**config.mk**
```make
export PLATFORM = sky130hd
export DESIGN_NAME = mips_cpu_memaccess
export DESIGN_NICKNAME = d
export VERILOG_FILES = /design/src/rtl/mips_cpu_memaccess.sv
export SDC_FILE = /design/constraint.sdc
export NUM_CORES = 1
export LEC_CHECK = 0
export ABC_CLOCK_PERIOD_IN_PS = 4800
export CAP_MARGIN = 10
export CORE_MARGIN = 2
export CORE_UTILIZATION = 40
export CTS_BUF_LIST = sky130_fd_sc_hd__clkbuf_8
export DETAILED_ROUTE_END_ITERATION = 8
export PLACE_DENSITY = 0.78
export SLEW_MARGIN = 20
export SYNTH_ARGS = -nofsm -noshare
export SYNTH_HDL_FRONTEND = slang
export SYNTH_SLANG_ARGS = --single-unit
```
**constraint.sdc**
```tcl
create_clock -name clk -period 4.8 [get_ports clk]
set_clock_uncertainty 0.05 [all_clocks]
set_input_delay 0.96 -clock clk [delete_from_list [all_inputs] [get_ports clk]]
set_output_delay 0.96 -clock clk [all_outputs]
set_load 0.02 [all_outputs]
```
**src/rtl/mips_cpu_memaccess.sv**
```systemverilog
`timescale 1ns/1ps
`default_nettype none
// ============================================================================
// Module   : mips_cpu_memaccess
// Function : Load/store unit bridging the CPU datapath to an Avalon-MM data
//            bus. Loads return the raw bus word plus byte offset; stores get
//            lane-replicated data and byte enables.
// Option   : define MIPS_MEMACCESS_TIMEOUT_EN to abort bus transactions that
//            stall on waitrequest for TIMEOUT_CYCLES consecutive cycles.
// Revision : 1.0 - initial release
// ============================================================================
module mips_cpu_memaccess #(
   parameter int TIMEOUT_CYCLES = 255
) (
   input  logic        clk,
   input  logic        reset,
   input  logic        req,
   input  logic [5:0]  opcode,
   input  logic [31:0] addr,
   input  logic [31:0] storedata,
   output logic        busy,
   output logic        done,
   output logic        load_valid,
   output logic [31:0] load_data,
   output logic [1:0]  vaddr,
   output logic        addr_err,
   output logic        timeout_err,
   output logic [31:0] avm_address,
   output logic        avm_read,
   output logic        avm_write,
   output logic [31:0] avm_writedata,
   output logic [3:0]  avm_byteenable,
   input  logic [31:0] avm_readdata,
   input  logic        avm_waitrequest
);

   localparam logic [5:0] c_OP_LB  = 6'b100000;
   localparam logic [5:0] c_OP_LH  = 6'b100001;
   localparam logic [5:0] c_OP_LWL = 6'b100010;
   localparam logic [5:0] c_OP_LW  = 6'b100011;
   localparam logic [5:0] c_OP_LBU = 6'b100100;
   localparam logic [5:0] c_OP_LHU = 6'b100101;
   localparam logic [5:0] c_OP_LWR = 6'b100110;
   localparam logic [5:0] c_OP_SB  = 6'b101000;
   localparam logic [5:0] c_OP_SH  = 6'b101001;
   localparam logic [5:0] c_OP_SW  = 6'b101011;

   typedef enum logic [1:0] {
      S_IDLE  = 2'd0,
      S_READ  = 2'd1,
      S_WRITE = 2'd2,
      S_DONE  = 2'd3
   } state_t;

   state_t      r_state;
   state_t      w_state_nxt;

   logic [5:0]  r_opcode;
   logic [31:0] r_addr;
   logic [31:0] r_storedata;
   logic        r_is_load;
   logic        r_err;
   logic [31:0] r_load_data;
   logic [1:0]  r_vaddr;

   logic        w_in_load;
   logic        w_in_store;
   logic        w_in_misal;
   logic        w_in_err;
   logic        w_accept;
   logic        w_capture;
   logic        w_tmo_hit;
   logic        w_tout;

   // Classify the incoming request: load, store, and alignment violation
   always_comb begin
      w_in_load  = 1'b0;
      w_in_store = 1'b0;
      w_in_misal = 1'b0;
      case (opcode)
         c_OP_LB, c_OP_LBU, c_OP_LWL, c_OP_LWR: w_in_load = 1'b1;
         c_OP_LH, c_OP_LHU: begin
            w_in_load  = 1'b1;
            w_in_misal = addr[0];
         end
         c_OP_LW: begin
            w_in_load  = 1'b1;
            w_in_misal = |addr[1:0];
         end
         c_OP_SB: w_in_store = 1'b1;
         c_OP_SH: begin
            w_in_store = 1'b1;
            w_in_misal = addr[0];
         end
         c_OP_SW: begin
            w_in_store = 1'b1;
            w_in_misal = |addr[1:0];
         end
         default: ;
      endcase
      w_in_err = ~(w_in_load | w_in_store) | w_in_misal;
   end

`ifdef MIPS_MEMACCESS_TIMEOUT_EN
   // Counter only has to reach TIMEOUT_CYCLES-1; the hit cycle is the last stall
   localparam int c_CNT_W = (TIMEOUT_CYCLES < 2) ? 1 : $clog2(TIMEOUT_CYCLES);

   logic [c_CNT_W-1:0] r_cnt;
   logic               r_tout;

   assign w_tmo_hit = avm_waitrequest && (r_cnt == c_CNT_W'(TIMEOUT_CYCLES - 1));
   assign w_tout    = r_tout;

   // Stall counter: cleared on acceptance, counts waitrequest cycles on the bus
   always_ff @(posedge clk) begin
      if (reset) begin
         r_cnt  <= '0;
         r_tout <= 1'b0;
      end else if (w_accept) begin
         r_cnt  <= '0;
         r_tout <= 1'b0;
      end else if (busy && avm_waitrequest) begin
         if (w_tmo_hit)
            r_tout <= 1'b1;
         else
            r_cnt  <= r_cnt + 1'b1;
      end
   end
`else
   logic w_unused_tmo;

   assign w_tmo_hit    = 1'b0;
   assign w_tout       = 1'b0;
   assign w_unused_tmo = (TIMEOUT_CYCLES != 0);
`endif

   // State register
   always_ff @(posedge clk) begin
      if (reset)
         r_state <= S_IDLE;
      else
         r_state <= w_state_nxt;
   end

   // Next-state logic and bus/handshake strobes
   always_comb begin
      w_state_nxt = r_state;
      w_accept    = 1'b0;
      w_capture   = 1'b0;
      busy        = 1'b0;
      done        = 1'b0;
      avm_read    = 1'b0;
      avm_write   = 1'b0;
      case (r_state)
         S_IDLE: begin
            if (req) begin
               w_accept = 1'b1;
               if (w_in_err)
                  w_state_nxt = S_DONE;
               else if (w_in_load)
                  w_state_nxt = S_READ;
               else
                  w_state_nxt = S_WRITE;
            end
         end
         S_READ: begin
            busy     = 1'b1;
            avm_read = 1'b1;
            if (!avm_waitrequest) begin
               w_capture   = 1'b1;
               w_state_nxt = S_DONE;
            end else if (w_tmo_hit) begin
               w_state_nxt = S_DONE;
            end
         end
         S_WRITE: begin
            busy      = 1'b1;
            avm_write = 1'b1;
            if (!avm_waitrequest || w_tmo_hit)
               w_state_nxt = S_DONE;
         end
         S_DONE: begin
            done        = 1'b1;
            w_state_nxt = S_IDLE;
         end
         default: w_state_nxt = S_IDLE;
      endcase
   end

   // Request latch on acceptance; load result latch on a completed read
   always_ff @(posedge clk) begin
      if (reset) begin
         r_opcode    <= '0;
         r_addr      <= '0;
         r_storedata <= '0;
         r_is_load   <= 1'b0;
         r_err       <= 1'b0;
         r_load_data <= '0;
         r_vaddr     <= '0;
      end else begin
         if (w_accept) begin
            r_opcode    <= opcode;
            r_addr      <= addr;
            r_storedata <= storedata;
            r_is_load   <= w_in_load;
            r_err       <= w_in_err;
         end
         if (w_capture) begin
            r_load_data <= avm_readdata;
            r_vaddr     <= r_addr[1:0];
         end
      end
   end

   // Lane steering: stores replicate data across lanes, loads fetch the full word
   always_comb begin
      avm_writedata  = '0;
      avm_byteenable = '0;
      if (r_state == S_READ) begin
         avm_byteenable = 4'b1111;
      end else if (r_state == S_WRITE) begin
         case (r_opcode)
            c_OP_SB: begin
               avm_writedata  = {4{r_storedata[7:0]}};
               avm_byteenable = 4'b0001 << r_addr[1:0];
            end
            c_OP_SH: begin
               avm_writedata  = {2{r_storedata[15:0]}};
               avm_byteenable = r_addr[1] ? 4'b1100 : 4'b0011;
            end
            default: begin
               avm_writedata  = r_storedata;
               avm_byteenable = 4'b1111;
            end
         endcase
      end
   end

   assign avm_address = {r_addr[31:2], 2'b00};
   assign load_data   = r_load_data;
   assign vaddr       = r_vaddr;
   assign addr_err    = done & r_err;
   assign timeout_err = done & w_tout;
   assign load_valid  = done & r_is_load & ~r_err & ~w_tout;

endmodule
`default_nettype wire

```
==> summary.md <==
| Metric | Value |
|---|---|
| Status | `complete, no violations` |
| Global-route usage over all layers | `21.1%` |
| Critical Path AT | `2910 ps` |
| Uppermost layer routed | `met4` |
| Met3 WL | `915 um` |
| Slew HR | `27.5%` |
| Clk root buf | `clkbuf_8` |
| Wire length per cell | `14.7 um` |
| Port Buffer Count | `211` |
| Initial core utilization | `41.2%` |
| # diodes | `0` |
| Largest net degree at the start of global routing | `108` |
| Setup TNS | `0 ps` |
| Vias | `4567` |
| Top-level I/O count | `215` |
| Cell area after synthesis | `4720 sq um` |
| Num CTS Buffers | `9` |
| Final wirelength | `13.6 mm` |
| Clock Power Share | `21.2%` |
| Yosys reg bits | `108` |
| DR iter-0 viols | `324` |
| Crit path required time | `3790 ps` |
| Worst Hold Endpoint | `r_addr[24]` |
| Peak supply drop | `0.000221 V` |
| Final Hold Fails | `0` |
| Max Fanout on Critical Path | `27` |
| Slew Viols, Final | `0` |
| Die area | `12700 sq um` |
| Synth Area per Inst | `7.56 sq um` |
| WS Path Type | `reg2out` |
| Worst Hold Class | `reg2reg` |
| Most frequent cells in the layout | `nand2_1, clkdlybuf4s50_1, a21oi_1, dfxtp_1, nor2_1` |
| Die width | `113 um` |
| CTS Buffer Depth | `2` |
| Detail Route Antenna Nets | `0` |
| R2r startpoint | `r_state[0]` |
| WHS | `408 ps` |
| Total Nets Final | `887` |
| Post-Route Utilization | `59.5%` |
| Share of layout cells above drive strength 1 | `3.58%` |
| Reg2reg path depth | `6` |
| Reg2reg end | `r_storedata[14]` |
| DRC viols | `0` |
| Psw | `1.00 mW` |
| DRT met1 WL | `5.61 mm` |
| Tcrit/Tclk final | `81.7%` |
| Comb pwr share | `37.9%` |
| Ys Warns | `0` |
| Drt first pass iters | `5` |
| FP Rows | `39` |
| Placer Congestion | `0.840` |
| Hold depth | `2` |
| CTS tree | `yes` |
| CTS H-tree depth | `3` |
| Final HPWL from detailed placement | `9.85 mm` |
| Worst-Margin Slew | `1090 ps` |
| HP Start | `r_addr[24]` |
| Post_cts resized | `0` |
| Setup-failing EPs final | `0` |
| Max Clock Freq | `0.255 GHz` |
| Sink Count | `108` |
| Pint | `1.81 mW` |
| Seq pwr share | `40.9%` |
| Sw Ratio | `35.7%` |
| Max cap viols | `0` |
| Core area | `11500 sq um` |
| Commonest non-fill, non-tap cell in the layout | `nand2_1` |
| Syn Inst Count | `625` |
| Distinct cells, synth | `24` |
| Via density | `4.94` |
| Vias in the first global route | `4502` |
| Seq/Total Area, Yosys | `45.8%` |
| Pwr/cell area | `412 nW/um^2` |
| Antenna violations before repair | `0` |
| Metal2 WL | `6.75 mm` |
| Leak Pwr | `2.44 nW` |
| Setup repair bufs after CTS | `0` |
| Min Tclk post-route | `3920 ps` |
| First-pass GRT wire length | `21.7 mm` |
| Overflow after GRT | `0` |
| Area delta synth->final | `44.6%` |
| Critical Path Source Type | `flip-flop` |
| Die Ht | `113 um` |
| Area after DPL | `6610 sq um` |
| Post-route cell area | `6830 sq um` |
| CP Capture Type | `output port` |
| Clock slew at reported path FFs | `90 ps` |
| Hold-fix buffers, CTS | `0` |
| Reg2Reg Setup Slack | `2600 ps` |
| Clock Latency Late Sink | `360 ps` |
| Fill count | `1059` |
| RSZ-0062 raised after global routing | `false` |
[layer usage]
layer / up-vias / GRT usage, %
met3: 23 / 6.05
met2: 140 / 36.6
met4: 0 / 7.48
met5: - / 0
li1: 2279 / -
met1: 2125 / 24.8
[layout make-up]
type,instances,area [sq um],share of cell area (%)
Sequential cell,108,2160,31.7
Timing Repair Buffer,215,2140,31.3
Multi-Input combinational cell,439,2110,31.0
Tap cell,143,179,2.62
Clock buffer,10,138,2.02
Clock inverter,6,80.1,1.17
Inverter,4,15.0,0.220
[how the worst max path moves through the flow]
stage | start | slack (ps) | endpoint
global route | r_opcode[1] | 680 | avm_writedata[25]
CTS | r_opcode[1] | 850 | avm_writedata[25]
floorplan | r_state[1] | 2180 | avm_writedata[22]
detailed placement | r_opcode[1] | 1270 | avm_writedata[25]
global placement | r_opcode[1] | 1410 | avm_byteenable[0]
finish | r_opcode[1] | 880 | avm_writedata[25]
[critical path, cell delays in order, from the launching register on]
cell and delay, ps:
dfxtp_1 340, nor4b_4 300, and2_1 820, nor2_1 110, a211oi_1 290, clkdlybuf4s50_1 670
[cells in the mapped netlist]
master	count	area [sq um]
a211oi_1	7	52.6
a211oi_2	4	50.1
a21o_1	4	30.0
a21oi_1	116	581
a311oi_1	1	8.76
a31oi_1	2	12.5
and2_1	11	68.8
buf_2	13	65.1
buf_4	34	255
buf_6	2	22.5
clkbuf_1	27	101
conb_1	1	3.75
dfxtp_1	108	2160
ha_1	4	50.1
inv_1	4	15.0
mux2_2	1	11.3
mux2i_1	16	160
nand2_1	230	863
nand2b_1	6	37.5
nand3b_1	1	7.51
nor2_1	21	78.8
nor2b_1	5	31.3
nor4b_4	1	23.8
o21ai_0	6	30.0
[cells by family (layout without fill, tap and decap cells)]
family	count (synthesis)	in the layout	share of synthesized area (%)
fa+ha+maj	4	4	1.06
mux	17	17	3.63
buf+inv	80	235	9.72
flops	108	108	45.8
simple gates	275	275	23.5
other cells	1	3	0.0794
compound gates	140	140	16.2
[registers in the layout (all words and copies together) (netlist names)]
signal,flops
r_state,2
r_addr,32
r_opcode,6
r_err,1
r_storedata,32
load_data,32
vaddr,2
r_is_load,1
[stage by stage]
stage               power [mW]  cells  setup WS (ps)
floorplan                 1.83    627           2180
global placement          2.21    909           1410
detailed placement        2.24    909           1270
CTS                       2.83    925            854
global route              2.98    925            676
finish                    2.81    925            877
[power by group through the flow]
stage                     logic (mW)  registers (mW)  clock network, mW
after global placement          1.05            1.16                  0
after detailed placement        1.07            1.17                  0
after global routing            1.16            1.17              0.653
after CTS                       1.07            1.15              0.613
final                           1.07            1.15              0.597
after floorplan                0.656            1.17                  0
No activity file was read; power rests on OpenSTA's default activity.
